**src/rtl/interface_alu_uart_tx_pkg.sv**
```systemverilog
// interface_alu_uart_tx_pkg: frame tags and FSM encoding shared by the ALU->UART TX stage.
package interface_alu_uart_tx_pkg;
  localparam logic [1:0] TX_TAG_RESULT = 2'b11;
  localparam logic [1:0] TX_TAG_FLAGS  = 2'b10;
  localparam logic [1:0] RX_TAG_OP1    = 2'b00;
  localparam logic [1:0] RX_TAG_OP2    = 2'b01;
  localparam logic [1:0] RX_TAG_OPCODE = 2'b10;
`ifdef TX_FLAGS_EN
  typedef enum logic [2:0] {IDLE, LOAD, START, WAIT_BUSY, WAIT_DONE, FLAGS} state_t;
`else
  typedef enum logic [2:0] {IDLE, LOAD, START, WAIT_BUSY, WAIT_DONE} state_t;
`endif
endpackage

```
**src/rtl/interface_alu_uart_tx_if.sv**
```systemverilog
// interface_alu_uart_tx_if: ALU result input and UART TX side of the result transmitter.
interface interface_alu_uart_tx_if #(parameter int NB_DATA = 8, parameter int NB_FULL_DATA = 10);
  logic [NB_DATA-1:0]      result;
  logic                    result_valid;
  logic [1:0]              flags;
  logic                    tx_busy;
  logic                    tx_start;
  logic [NB_FULL_DATA-1:0] tx_data;
  logic                    fifo_empty;
  logic                    overflow;
  modport master (output result, result_valid, flags, tx_busy, input tx_start, tx_data, fifo_empty, overflow);
  modport slave  (input result, result_valid, flags, tx_busy, output tx_start, tx_data, fifo_empty, overflow);
endinterface

```
**src/rtl/interface_alu_uart_tx_result_fifo.sv**
```systemverilog
// result_fifo: synchronous FIFO; a push on a full FIFO is accepted only alongside a pop.
module result_fifo #(
  parameter int WIDTH = 8,
  parameter int DEPTH = 4,
  localparam int AW = $clog2(DEPTH)
) (
  input  logic             clk,
  input  logic             rst,
  input  logic             push,
  input  logic             pop,
  input  logic [WIDTH-1:0] din,
  output logic [WIDTH-1:0] dout,
  output logic             empty,
  output logic             full,
  output logic [AW:0]      count
);
  logic [WIDTH-1:0] mem [DEPTH];
  logic [AW-1:0] wr_ptr, rd_ptr;
  logic do_push, do_pop;
  assign empty   = count == '0;
  assign full    = count == (AW+1)'(DEPTH);
  assign do_pop  = pop && !empty;
  assign do_push = push && (!full || do_pop);
  assign dout    = mem[rd_ptr];
  always_ff @(posedge clk)
    if (do_push) mem[wr_ptr] <= din;
  always_ff @(posedge clk) begin
    if (rst) begin
      wr_ptr <= '0;
      rd_ptr <= '0;
      count  <= '0;
    end else begin
      if (do_push) wr_ptr <= wr_ptr + 1'b1;
      if (do_pop) rd_ptr <= rd_ptr + 1'b1;
      count <= count + (AW+1)'(do_push) - (AW+1)'(do_pop);
    end
  end
endmodule

```
**src/rtl/interface_alu_uart_tx.sv**
```systemverilog
// interface_alu_uart_tx: buffers ALU results and sends tagged frames to UART TX.
// Define TX_FLAGS_EN to follow each result frame with a {carry, zero} flags frame.
module interface_alu_uart_tx
  import interface_alu_uart_tx_pkg::*;
#(
  parameter int NB_DATA      = 8,
  parameter int NB_FULL_DATA = 10,
  parameter int FIFO_DEPTH   = 4
) (
  input logic i_clk,
  input logic i_reset,
  interface_alu_uart_tx_if.slave bus
);
`ifdef TX_FLAGS_EN
  localparam int W = NB_DATA + 2;
`else
  localparam int W = NB_DATA;
`endif
  localparam int AW = $clog2(FIFO_DEPTH);
  state_t state, state_next;
  logic [W-1:0] din, head;
  logic [AW:0] count;
  logic [NB_FULL_DATA-1:0] tx_data;
  logic empty, full, pop, tx_start, overflow;
`ifdef TX_FLAGS_EN
  logic [1:0] flags;
  assign din = {bus.flags, bus.result};
  always_ff @(posedge i_clk)
    if (state == LOAD) flags <= head[W-1 -: 2];
`else
  assign din = bus.result;
`endif
  assign pop = state == LOAD;
  result_fifo #(.WIDTH(W), .DEPTH(FIFO_DEPTH)) u_fifo (
    .clk(i_clk), .rst(i_reset), .push(bus.result_valid), .pop(pop), .din(din),
    .dout(head), .empty(empty), .full(full), .count(count)
  );
  always_comb begin
    state_next = state;
    case (state)
      IDLE:      state_next = (count != '0 && !bus.tx_busy) ? LOAD : IDLE;
      LOAD:      state_next = START;
      START:     state_next = WAIT_BUSY;
      WAIT_BUSY: state_next = bus.tx_busy ? WAIT_DONE : WAIT_BUSY;
`ifdef TX_FLAGS_EN
      WAIT_DONE: state_next = bus.tx_busy ? WAIT_DONE : (tx_data[NB_FULL_DATA-1 -: 2] == TX_TAG_RESULT) ? FLAGS : IDLE;
      FLAGS:     state_next = START;
`else
      WAIT_DONE: state_next = bus.tx_busy ? WAIT_DONE : IDLE;
`endif
      default:   state_next = IDLE;
    endcase
  end
  always_ff @(posedge i_clk) begin
    if (i_reset) begin
      state    <= IDLE;
      tx_start <= 1'b0;
      tx_data  <= '0;
      overflow <= 1'b0;
    end else begin
      state    <= state_next;
      tx_start <= state_next == START;
      if (state == LOAD) tx_data <= {TX_TAG_RESULT, head[NB_DATA-1:0]};
`ifdef TX_FLAGS_EN
      if (state == FLAGS) tx_data <= {TX_TAG_FLAGS, {(NB_DATA-2){1'b0}}, flags};
`endif
      if (bus.result_valid && full && !pop) overflow <= 1'b1;
    end
  end
  assign bus.tx_start   = tx_start;
  assign bus.tx_data    = tx_data;
  assign bus.fifo_empty = empty;
  assign bus.overflow   = overflow;
endmodule
```
**src/flat_wrapper.sv**
```systemverilog
// flat-port wrapper written by rule: the top's interface ports become plain ports
module interface_alu_uart_tx_flat import interface_alu_uart_tx_pkg::*;
#(
  parameter int NB_DATA      = 8,
  parameter int NB_FULL_DATA = 10,
  parameter int FIFO_DEPTH   = 4
)
  (i_clk, i_reset, bus_result, bus_result_valid, bus_flags, bus_tx_busy, bus_tx_start, bus_tx_data, bus_fifo_empty, bus_overflow);
  interface_alu_uart_tx_if #(.NB_DATA(NB_DATA), .NB_FULL_DATA(NB_FULL_DATA)) bus_i ();
  input logic i_clk;
  input logic i_reset;
  input wire logic [$bits(bus_i.result)-1:0] bus_result;
  input wire logic [$bits(bus_i.result_valid)-1:0] bus_result_valid;
  input wire logic [$bits(bus_i.flags)-1:0] bus_flags;
  input wire logic [$bits(bus_i.tx_busy)-1:0] bus_tx_busy;
  output wire logic [$bits(bus_i.tx_start)-1:0] bus_tx_start;
  output wire logic [$bits(bus_i.tx_data)-1:0] bus_tx_data;
  output wire logic [$bits(bus_i.fifo_empty)-1:0] bus_fifo_empty;
  output wire logic [$bits(bus_i.overflow)-1:0] bus_overflow;
  assign bus_i.result = bus_result;
  assign bus_i.result_valid = bus_result_valid;
  assign bus_i.flags = bus_flags;
  assign bus_i.tx_busy = bus_tx_busy;
  assign bus_tx_start = bus_i.tx_start;
  assign bus_tx_data = bus_i.tx_data;
  assign bus_fifo_empty = bus_i.fifo_empty;
  assign bus_overflow = bus_i.overflow;
  interface_alu_uart_tx #(.NB_DATA(NB_DATA), .NB_FULL_DATA(NB_FULL_DATA), .FIFO_DEPTH(FIFO_DEPTH)) u_core (.i_clk(i_clk), .i_reset(i_reset), .bus(bus_i));
endmodule
```
**config.mk**
```make
export PLATFORM = sky130hd
export DESIGN_NAME = interface_alu_uart_tx_flat
export DESIGN_NICKNAME = d
export VERILOG_FILES = /design/src/rtl/interface_alu_uart_tx_pkg.sv /design/src/rtl/interface_alu_uart_tx_if.sv /design/src/rtl/interface_alu_uart_tx_result_fifo.sv /design/src/rtl/interface_alu_uart_tx.sv /design/src/flat_wrapper.sv
export SDC_FILE = /design/constraint.sdc
export NUM_CORES = 1
export LEC_CHECK = 0
export ABC_AREA = 0
export BUFFER_PORTS_ARGS = -buffer_cell sky130_fd_sc_hd__buf_2
export CORE_MARGIN = 4
export CORE_UTILIZATION = 56
export CTS_BUF_LIST = sky130_fd_sc_hd__clkbuf_16
export CTS_CLUSTER_DIAMETER = 50
export CTS_CLUSTER_SIZE = 24
export DETAILED_ROUTE_END_ITERATION = 6
export PLACE_DENSITY = 0.74
export SETUP_SLACK_MARGIN = 0.02
export SYNTH_ARGS = -nofsm -noshare
export SYNTH_HDL_FRONTEND = slang
export SYNTH_SLANG_ARGS = --single-unit
```
**constraint.sdc**
```tcl
create_clock -name i_clk -period 3.1 [get_ports i_clk]
set_input_delay 0.31 -clock i_clk [delete_from_list [all_inputs] [get_ports i_clk]]
set_output_delay 0.31 -clock i_clk [all_outputs]
set_load 0.01 [all_outputs]
```
==> results of run 1 <==
## final cells by class
cell class / instances / area share [%]
flip-flops and latches: 53 / 57.5
multi-input cells: 81 / 27.2
repair buffers: 26 / 5.62
clock buffers: 5 / 5.21
well taps: 48 / 2.50
inverters: 9 / 1.41
clock inverters: 3 / 0.573
## cells by family after synthesis
family | after synthesis | share of synthesized area (%)
flops | 53 | 65.6
simple gates | 43 | 10.2
compound gates | 19 | 6.00
buf+inv | 17 | 3.38
mux | 10 | 9.56
fa+ha+maj | 7 | 4.51
xor+xnor | 2 | 0.832
## critical path, cell delays in order (launching register included)
cell     delay, ns
dfxtp_1       0.44
or3b_1        0.43
a31oi_4       0.27
inv_1         0.08
ha_1          0.27
inv_1         0.04
ha_1          0.20
fa_1          0.40
xnor2_1       0.21
xnor2_1       0.14
nor2_1        0.05
## layout by cell type, fill, tap and decap left out, types with 3 or more instances in the layout
master / n
edfxtp_1: 32
buf_2: 24
dfxtp_1: 21
nand2_1: 16
a21oi_1: 11
nor2_1: 10
inv_1: 10
mux4_2: 8
ha_1: 6
clkbuf_16: 5
and2_1: 4
nor2b_1: 3
## where the power goes
group          switching, mW  internal (mW)  total, mW  leakage (nW)
clock network          0.219          0.292      0.511        0.0709
logic                  0.254          0.221      0.475         0.349
registers             0.0899          0.863      0.953         0.465
total                  0.563           1.38       1.94         0.885
## per-stage QoR
stage / std cells / util [%] / cell area [um^2] / power (mW)
4_1_cts: 225 / 65.7 / 2400 / 1.96
2_1_floorplan: 151 / - / 2110 / 1.29
5_1_grt: 225 / 65.7 / 2400 / 2.06
6_report: 225 / 65.7 / 2400 / 1.94
3_5_place_dp: 217 / 61.9 / 2260 / 1.45
3_3_place_gp: 217 / 61.9 / 2260 / 1.41
## routing by layer
layer  GRT usage, %  vias up
met5              0        -
met4           5.21        0
met3           4.06        7
met2           25.6       25
met1           18.4      574
li1               -      584
## flip-flops by register name (all words and copies together) (netlist names)
signal / cells
u_core.bus.tx_start: 1
u_core.state: 3
u_core.u_fifo.rd_ptr: 2
u_core.bus.tx_data: 9
u_core.u_fifo.mem: 32
u_core.bus.overflow: 1
u_core.u_fifo.wr_ptr: 2
u_core.u_fifo.count: 3
## how the worst min path moves through the flow
stage	to	slack, ns	depth (start not counted)
4_1_cts	u_core.u_fifo.mem[2][6]$_DFFE_PP_	0.23	1
6_report	u_core.u_fifo.mem[2][4]$_DFFE_PP_	0.24	1
3_5_place_dp	u_core.bus.tx_data[6]$_SDFFE_PP0N_	0.45	2
5_1_grt	u_core.u_fifo.mem[2][6]$_DFFE_PP_	0.24	1
2_1_floorplan	u_core.u_fifo.mem[0][0]$_DFFE_PP_	0.41	0
3_3_place_gp	u_core.bus.tx_data[1]$_SDFFE_PP0N_	0.44	2
==> out/metrics.csv, run 1 <==
metric,value,unit
number of top-level design ports,27,
"Hold Vio Cnt, Final",0,
routed vias,1190,
wire length of the first global-routing pass,5600,um
detailed-routing iteration count for the pre-antenna-repair pass,4,
layout cell share with drive strength beyond 1,24.3,%
"critical path fanouts, max",8,
DRC,0,
Mean Syn Cell Area,14.0,um^2
total routing resource utilization after global routing,15.0,%
count of input and output buffers,24,
number of max-capacitance violations reported,0,
CTS resizes,0,
clock transition at the register clock pins on the worst setup and hold paths after CTS,0.06,ns
Layout Nets,197,
max-slew headroom at the worst pin,56.3,%
Yosys Warn Count,0,
most frequent cells after synthesis,"edfxtp_1 (32), dfxtp_1 (21), nand2_1 (16)",
data required time at the worst endpoint,3.26,ns
final number of max-transition violations,0,
tightest hold margin,0.240,ns
maximum buffer depth of the clock tree,2,
kind of start point of the critical path,flop,
Critical Path AT,2.81,ns
portion of the post-synthesis area used by sequential elements,65.6,%
power density of the placed cells,807,nW/um^2
type of element capturing the critical path,flop,
number of inserted diodes,0,
number of buffers added to fix hold violations after cts,0,
placed wire-length estimate,2290,um
global route overflow,0,
synth unique cells,31,
"setup slack, reg-to-reg",0.44,ns
Avg Vias per Cell,5.29,
height of the chip,69.3,um
Post-Synthesis Cells,151,
"EDFF count, synth",32,
path type of the worst setup path,flop to flop,
final routed wirelength across all metal layers,3420,um
leakage dissipation,0.885,nW
largest net degree at the start of global routing,24,
Hold WC Path Type,input port to flop,
width of the die,69.3,um
length of routed wiring on met1,1490,um
fill cell count,279,
Clock Tree Root,clkbuf_16,
Worst setup startpoint,u_core.state[0]$_SDFF_PP0_,
Synthesized Nets,172,
RSZ-0062 raised after global routing,false,
area of the core,3660,um^2
largest cells by area after synthesis,"edfxtp_1 (46%), dfxtp_1 (20%), mux4_2 (8.6%)",
first-iteration detailed-routing DRC count,80,
worst setup path end,u_core.u_fifo.count[2]$_SDFF_PP0_,
latest clock arrival within the worst-skew pair,0.28,ns
die area,4810,um^2
sinks on the clock net,53,
most repeated cell in the gate-level netlist after synthesis,edfxtp_1,
top-area cell type share of the netlist area,45.6,%
post-synthesis cell type with the largest combined area,edfxtp_1,
count of state elements after synthesis,53,
Detail Route Antenna Nets,0,
gp weighted congestion,0.681,
worst reg-to-reg path cell count,10,
run status,"finished, final reports clean",
area taken by multi-input logic gates,654,um^2
maximum level of the CTS H-tree,2,
initial antenna violation count,0,
async set-or-reset flop fraction in the synthesized netlist,0,%
mean routed wirelength per cell,15.2,um
amount of wire on met3 after detailed routing,147,um
final number of setup-violating endpoints,0,
area delta synth->final,14.1,%
metal2 WL,1740,um
Post-Route Setup TNS,0,ns
final period demand of the worst path,2.66,ns
Clock Skew,0.00165,ns
initial standard-cell utilization of the core,57.6,%
final period utilization,85.7,%
number of global-route vias before repair,1178,
highest attainable clock frequency,0.377,GHz
maximum ir drop on the vdd rail,0.507,mV
number of buffers inserted during clock tree synthesis,5,
row count,22,
final worst slack,0.445,ns
Critical R2R Launch,u_core.state[0]$_SDFF_PP0_,
startpoint of the tightest hold check path,bus_result[4],
Highest Signal Layer,met4,
predominant post-synthesis flop cell,edfxtp_1,
clock tree from TritonCTS,done,
number of buffers inserted to repair setup after CTS,0,
Worst R2R End,u_core.u_fifo.count[2]$_SDFF_PP0_,
mapped cell area,2110,um^2
area taken by flip-flops and latches,1380,um^2
worst setup slack before clock tree synthesis,0.431,ns
actual slew at the worst max-slew pin,0.654,ns
No activity file was read; power rests on OpenSTA's default activity.
==> run 2, diff against run 1 <==
--- a/config.mk
+++ b/config.mk
@@ -8,4 +8,5 @@
 export ABC_AREA = 0
 export BUFFER_PORTS_ARGS = -buffer_cell sky130_fd_sc_hd__buf_2
+export CAP_MARGIN = 20
 export CORE_MARGIN = 4
 export CORE_UTILIZATION = 56
==> constraint.sdc (replaced) <==
create_clock -name i_clk -period 3.1 [get_ports i_clk]
set_input_delay 0.93 -clock i_clk [delete_from_list [all_inputs] [get_ports i_clk]]
set_output_delay 0.93 -clock i_clk [all_outputs]
set_load 0.01 [all_outputs]
==> run 2 against run 1 <==
Combinational power is 1% higher. Via count is 3.4% higher. Sequential share of layout area is 0.65 points lower. Largest power group unchanged. Clock power is 20% higher. Critical endpoint unchanged. Sequential power is 0.5% lower. Setup slack better by 0.0077 ns. Total power is 5.2% higher. Hold slack better by 0.21 ns. Final cell count stayed put. Routed wire length is 2.7% higher. Count of clock-buffer cells in the layout stayed put.
==> out/metrics.csv, run 2 (same netlist as run 1, synthesis figures left out) <==
metric,value,unit,change
number of top-level design ports,27,,unchanged
height of the chip,69.3,um,unchanged
RSZ-0062 raised after global routing,false,,
Worst setup startpoint,u_core.state[0]$_SDFF_PP0_,,
clock transition at the register clock pins on the worst setup and hold paths after CTS,0.06,ns,about the same
largest registers,"u_core.u_fifo.mem x32, u_core.bus.tx_data x9",,
net switching fraction of the power,28.3,%,-0.76 points
combinational fraction of design power,23.5,%,-1.0 points
Post-Route Setup TNS,0,ns,unchanged
layout cell share with drive strength beyond 1,24.3,%,unchanged
placed wire-length estimate,2390,um,+4.2%
area delta synth->final,15.4,%,
power density of the placed cells,839,nW/um^2,+4.0%
maximum level of the CTS H-tree,2,,unchanged
type of element capturing the critical path,flop,,
leakage dissipation,0.892,nW,+0.74%
number of inserted diodes,0,,unchanged
Avg Vias per Cell,5.47,,+3.4%
Worst R2R End,u_core.u_fifo.count[2]$_SDFF_PP0_,,
initial standard-cell utilization of the core,57.6,%,unchanged
"Hold Vio Cnt, Final",0,,unchanged
number of max-capacitance violations reported,0,,unchanged
Hold WC Path Type,flop to flop,,
"most common cell after layout, fill and taps aside",edfxtp_1,,
run status,"finished, final reports clean",,
worst reg-to-reg path cell count,10,,unchanged
global route overflow,0,,unchanged
portion of total power attributed to sequential cells,46.5,%,-2.6 points
Layout Cell Area excl Fill,2430,um^2,+1.1%
highest attainable clock frequency,0.378,GHz,+0.29%
number of buffers inserted during clock tree synthesis,5,,unchanged
total net switching power,577,uW,+2.4%
most used cells in the layout excluding fill and tap cells,"edfxtp_1 (32), buf_2 (24), dfxtp_1 (21)",,
number of global-route vias before repair,1245,,+5.7%
number of buffers added to fix hold violations after cts,0,,unchanged
latest clock arrival within the worst-skew pair,0.29,ns,about the same
detailed-routing iteration count for the pre-antenna-repair pass,5,,+1
largest net degree at the start of global routing,24,,unchanged
DRC,0,,unchanged
maximum buffer depth of the clock tree,2,,unchanged
data required time at the worst endpoint,3.27,ns,about the same
Clock Tree Root,clkbuf_16,,
Detail Route Antenna Nets,0,,unchanged
worst setup path end,u_core.u_fifo.count[2]$_SDFF_PP0_,,
kind of start point of the critical path,flop,,
"setup slack, reg-to-reg",0.45,ns,about the same
largest register by flop count,u_core.u_fifo.mem,,
sinks on the clock net,53,,unchanged
mean routed wirelength per cell,15.6,um,+2.7%
Clock Skew,0.00574,ns,+0.00409 ns
width of the die,69.3,um,unchanged
max FFs per register,32,,unchanged
actual slew at the worst max-slew pin,0.597,ns,-0.0575 ns
maximum ir drop on the vdd rail,0.548,mV,+8.2%
Layout Nets,197,,unchanged
area of the core,3660,um^2,unchanged
Critical Path AT,2.82,ns,about the same
first-iteration detailed-routing DRC count,67,,-16%
wire length of the first global-routing pass,5820,um,+3.9%
final routed wirelength across all metal layers,3520,um,+2.7%
final period demand of the worst path,2.65,ns,-0.00766 ns
total routing resource utilization after global routing,15.9,%,+0.84 points
total power of the final layout,2.04,mW,+5.2%
Critical R2R Launch,u_core.state[0]$_SDFF_PP0_,,
CTS resizes,0,,unchanged
placed insts,217,,unchanged
path type of the worst setup path,flop to flop,,
total internal power,1.46,mW,+6.3%
"critical path fanouts, max",8,,unchanged
row count,22,,unchanged
filler-free cell count of the finished design,225,,unchanged
number of buffers inserted to repair setup after CTS,0,,unchanged
final number of max-transition violations,0,,unchanged
initial antenna violation count,0,,unchanged
gp weighted congestion,0.717,,+5.3%
final number of setup-violating endpoints,0,,unchanged
die area,4810,um^2,unchanged
final period utilization,85.4,%,-0.25 points
clock tree from TritonCTS,done,,
Post-DP Area,2260,um^2,unchanged
routed vias,1230,,+3.4%
max-slew headroom at the worst pin,60.2,%,+3.8 points
fraction of power consumed by the clock network,30.0,%,+3.6 points
count of input and output buffers,24,,unchanged
run 2: cell count changes in the layout (fill, tap and decap cells not counted), sizes merged:
| cell | before | now |
|---|---|---|
| inv | 10 | 9 |
| bufinv | 0 | 1 |
run 2: layout make-up:
cell class,instances,area (um^2)
Sequential cell,53,1380
Fill cell,274,1230
Tap cell,48,60.1
Multi-Input combinational cell,81,654
Inverter,9,33.8
Clock inverter,3,41.3
Clock buffer,5,125
Timing Repair Buffer,26,135
run 2: power by group through the flow:
stage | Clock (mW) | Sequential, mW | Combinational [mW]
after floorplan | 0 | 0.943 | 0.347
after global placement | 0 | 0.954 | 0.460
after detailed placement | 0 | 0.967 | 0.484
after CTS | 0.616 | 0.952 | 0.490
after global routing | 0.653 | 0.966 | 0.535
final | 0.612 | 0.948 | 0.480
run 2: worst min path at each step:
stage	startpoint	end	slack (ns)	cells past startpoint
global route	u_core.bus.tx_data[5]$_SDFFE_PP0N_	u_core.bus.tx_data[5]$_SDFFE_PP0N_	0.48	2
floorplan	u_core.bus.tx_data[0]$_SDFFE_PP0N_	u_core.bus.tx_data[0]$_SDFFE_PP0N_	0.48	2
CTS	u_core.bus.tx_data[1]$_SDFFE_PP0N_	u_core.bus.tx_data[1]$_SDFFE_PP0N_	0.46	2
global placement	u_core.bus.tx_data[1]$_SDFFE_PP0N_	u_core.bus.tx_data[1]$_SDFFE_PP0N_	0.44	2
detailed placement	u_core.bus.tx_data[1]$_SDFFE_PP0N_	u_core.bus.tx_data[1]$_SDFFE_PP0N_	0.45	2
finish	u_core.bus.tx_data[1]$_SDFFE_PP0N_	u_core.bus.tx_data[1]$_SDFFE_PP0N_	0.45	2
run 2: critical path, cell delays in order (launching register included):
cell	delay [ns]
dfxtp_1	0.45
or3b_1	0.44
a31oi_4	0.27
inv_1	0.07
ha_1	0.28
inv_1	0.04
ha_1	0.20
fa_1	0.41
xnor2_1	0.19
xnor2_1	0.13
nor2_1	0.05
run 2: layer usage:
layer / global-route usage (%) / vias up / routed length (um)
met5: 0 / - / 0
met4: 5.86 / 0 / 69
met3: 6.09 / 8 / 182
met2: 26.7 / 31 / 1790
met1: 18.3 / 600 / 1470
li1: - / 591 / -
run 2: through the flow:
step | hold slack, ns | setup WS (ns) | util (%)
3_3_place_gp | 0.440 | 0.323 | 61.9
3_5_place_dp | 0.446 | 0.253 | 61.9
2_1_floorplan | 0.481 | 0.509 | -
6_report | 0.453 | 0.452 | 66.4
4_1_cts | 0.455 | 0.434 | 66.4
5_1_grt | 0.484 | 0.278 | 66.4
==> run 3, diff against run 2 <==
CTS_CLUSTER_SIZE = unset   (was 24)
REMOVE_ABC_BUFFERS = 1   (was unset)
==> run 3 against run 2 <==
Critical path depth unchanged. Clock skew down 0.0019 ns. Routed wire length down 1.1%. Setup slack worse by 0.048 ns. Maximum frequency down 1.8%. First-iteration DRC count is 9.0% lower. Highest routed layer unchanged. Combinational power hardly changed. Clock power down 0.8%. Cell area is the same. Register-to-register slack got worse by 0.05 ns. Hold slack worse by 0.0011 ns. Final cell count unchanged.
==> out/metrics.csv, run 3 (same netlist as run 1, synthesis figures left out) <==
metric,value,unit,change
area of the core,3660,um^2,unchanged
Clock Skew,0.00379,ns,-0.00195 ns
final worst slack,0.404,ns,-0.0483 ns
core utilization of the finished layout,66.4,%,unchanged
number of buffers added to fix hold violations after cts,0,,unchanged
kind of start point of the critical path,flop,,
maximum level of the CTS H-tree,2,,unchanged
data required time at the worst endpoint,3.26,ns,about the same
total buffers and inverters traversed by the critical path,2,,unchanged
final number of setup-violating endpoints,0,,unchanged
path type of the worst setup path,flop to flop,,
final period demand of the worst path,2.70,ns,+0.0483 ns
max-slew headroom at the worst pin,56.4,%,-3.8 points
placed wire-length estimate,2380,um,-0.45%
height of the chip,69.3,um,unchanged
number of global-route vias before repair,1290,,+3.6%
final number of max-transition violations,0,,unchanged
Post-Route Setup TNS,0,ns,unchanged
worst reg-to-reg path cell count,10,,unchanged
Min-Delay Path Depth,2,,unchanged
"Hold Vio Cnt, Final",0,,unchanged
largest registers,"u_core.u_fifo.mem x32, u_core.bus.tx_data x9",,
global route overflow,0,,unchanged
Critical R2R Launch,u_core.state[0]$_SDFF_PP0_,,
number of max-capacitance violations reported,0,,unchanged
area delta synth->final,15.4,%,unchanged
clock transition at the register clock pins on the worst setup and hold paths after CTS,0.06,ns,about the same
initial standard-cell utilization of the core,57.6,%,unchanged
die area,4810,um^2,unchanged
width of the die,69.3,um,unchanged
"setup slack, reg-to-reg",0.40,ns,-0.05 ns
"most common cell after layout, fill and taps aside",edfxtp_1,,
total routing resource utilization after global routing,16.3,%,+0.46 points
standard cell with the maximum stage delay on the critical path,or3b_1,,
type of element capturing the critical path,flop,,
maximum buffer depth of the clock tree,2,,unchanged
worst hold endpoint,u_core.bus.tx_data[2]$_SDFFE_PP0N_,,
latest clock arrival within the worst-skew pair,0.29,ns,about the same
count of input and output buffers,24,,unchanged
row count,22,,unchanged
Critical Path AT,2.86,ns,+0.04 ns
startpoint of the tightest hold check path,u_core.bus.tx_data[2]$_SDFFE_PP0N_,,
Layout Nets,197,,unchanged
routed vias,1208,,-1.8%
final routed wirelength across all metal layers,3480,um,-1.1%
Avg Vias per Cell,5.37,,-1.8%
leakage dissipation,0.892,nW,unchanged
Hold WC Path Type,flop to flop,,
gp weighted congestion,0.787,,+9.8%
worst setup slack before clock tree synthesis,0.259,ns,+0.00645 ns
largest register by flop count,u_core.u_fifo.mem,,
Clock Tree Root,clkbuf_16,,
final period utilization,87.0,%,+1.6 points
layout cell share with drive strength beyond 1,24.3,%,unchanged
first-iteration detailed-routing DRC count,61,,-9.0%
Detail Route Antenna Nets,0,,unchanged
Worst path max stage delay,0.44,ns,about the same
number of top-level design ports,27,,unchanged
detailed-routing iteration count for the pre-antenna-repair pass,4,,-1
RSZ-0062 raised after global routing,false,,
dominant delay contributor by cell family on the critical path,adder cells,,
maximum ir drop on the vdd rail,0.539,mV,-1.6%
clock tree from TritonCTS,done,,
"critical path fanouts, max",8,,unchanged
power density of the placed cells,837,nW/um^2,-0.26%
mean routed wirelength per cell,15.4,um,-1.1%
max FFs per register,32,,unchanged
CP cell instances,or3b_1 -> a31oi_4 -> inv_1 -> ha_1 -> inv_1 -> ha_1 -> fa_1 -> xnor2_1 -> xnor2_1 -> nor2_1,,
Worst R2R End,u_core.u_fifo.count[2]$_SDFF_PP0_,,
actual slew at the worst max-slew pin,0.651,ns,+0.0543 ns
most used cells in the layout excluding fill and tap cells,"edfxtp_1 (32), buf_2 (24), dfxtp_1 (21)",,
CTS resizes,0,,unchanged
initial antenna violation count,0,,unchanged
number of buffers inserted to repair setup after CTS,0,,unchanged
run status,"finished, final reports clean",,
highest attainable clock frequency,0.371,GHz,-1.8%
largest net degree at the start of global routing,24,,unchanged
sinks on the clock net,53,,unchanged
DRC,0,,unchanged
wire length of the first global-routing pass,6040,um,+3.9%
number of inserted diodes,0,,unchanged
number of buffers inserted during clock tree synthesis,5,,unchanged
-- run 3: cell counts in the layout (fill, tap and decap cells not counted) --
No cell type changed its count.
-- run 3: stage by stage --
step | area, um^2 | std cells | power (mW) | hold slack [ns]
after detailed placement | 2260 | 217 | 1.45 | 0.447
after floorplan | 2070 | 143 | 1.27 | 0.474
after CTS | 2430 | 225 | 2.06 | 0.456
after global routing | 2430 | 225 | 2.16 | 0.481
after global placement | 2260 | 217 | 1.41 | 0.439
final | 2430 | 225 | 2.04 | 0.452
-- run 3: how the worst max path moves through the flow --
| stage | startpoint | depth (start not counted) | endpoint |
|---|---|---|---|
| 2_1_floorplan | u_core.state[0]$_SDFF_PP0_ | 10 | u_core.u_fifo.count[2]$_SDFF_PP0_ |
| 3_3_place_gp | bus_result_valid | 11 | u_core.u_fifo.count[2]$_SDFF_PP0_ |
| 3_5_place_dp | bus_result_valid | 11 | u_core.u_fifo.count[2]$_SDFF_PP0_ |
| 4_1_cts | u_core.state[0]$_SDFF_PP0_ | 10 | u_core.u_fifo.count[2]$_SDFF_PP0_ |
| 5_1_grt | u_core.state[0]$_SDFF_PP0_ | 10 | u_core.u_fifo.count[2]$_SDFF_PP0_ |
| 6_report | u_core.state[0]$_SDFF_PP0_ | 10 | u_core.u_fifo.count[2]$_SDFF_PP0_ |
-- run 3: report_power, final --
part	switching (mW)	internal, mW	total [mW]
Sequential	0.0862	0.863	0.949
Clock	0.230	0.378	0.607
Combinational	0.255	0.223	0.479
Total	0.571	1.46	2.04
-- run 3: cell type report --
| cell class | instances | area [um^2] |
|---|---|---|
| flip-flops and latches | 53 | 1380 |
| fillers | 266 | 1230 |
| multi-input cells | 81 | 654 |
| repair buffers | 26 | 135 |
| clock buffers | 5 | 125 |
| well taps | 48 | 60.1 |
| clock inverters | 3 | 41.3 |
| inverters | 9 | 33.8 |
-- run 3: tightest hold or removal path: cells and delay by family (launching register included) --
kind | cells | cell delay [ns]
DFF | 1 | 0.31
and+or+nand+nor | 1 | 0.05
AOI/OAI and AO/OA | 1 | 0.05
-- run 3: layer usage --
| metal | up-vias | global-route usage, % | part of all wire [%] |
|---|---|---|---|
| li1 | 588 | - | - |
| met1 | 584 | 18.2 | 39 |
| met2 | 31 | 30.0 | 55 |
| met3 | 5 | 3.91 | 4.3 |
| met4 | 0 | 5.86 | 1.3 |
| met5 | - | 0 | 0 |
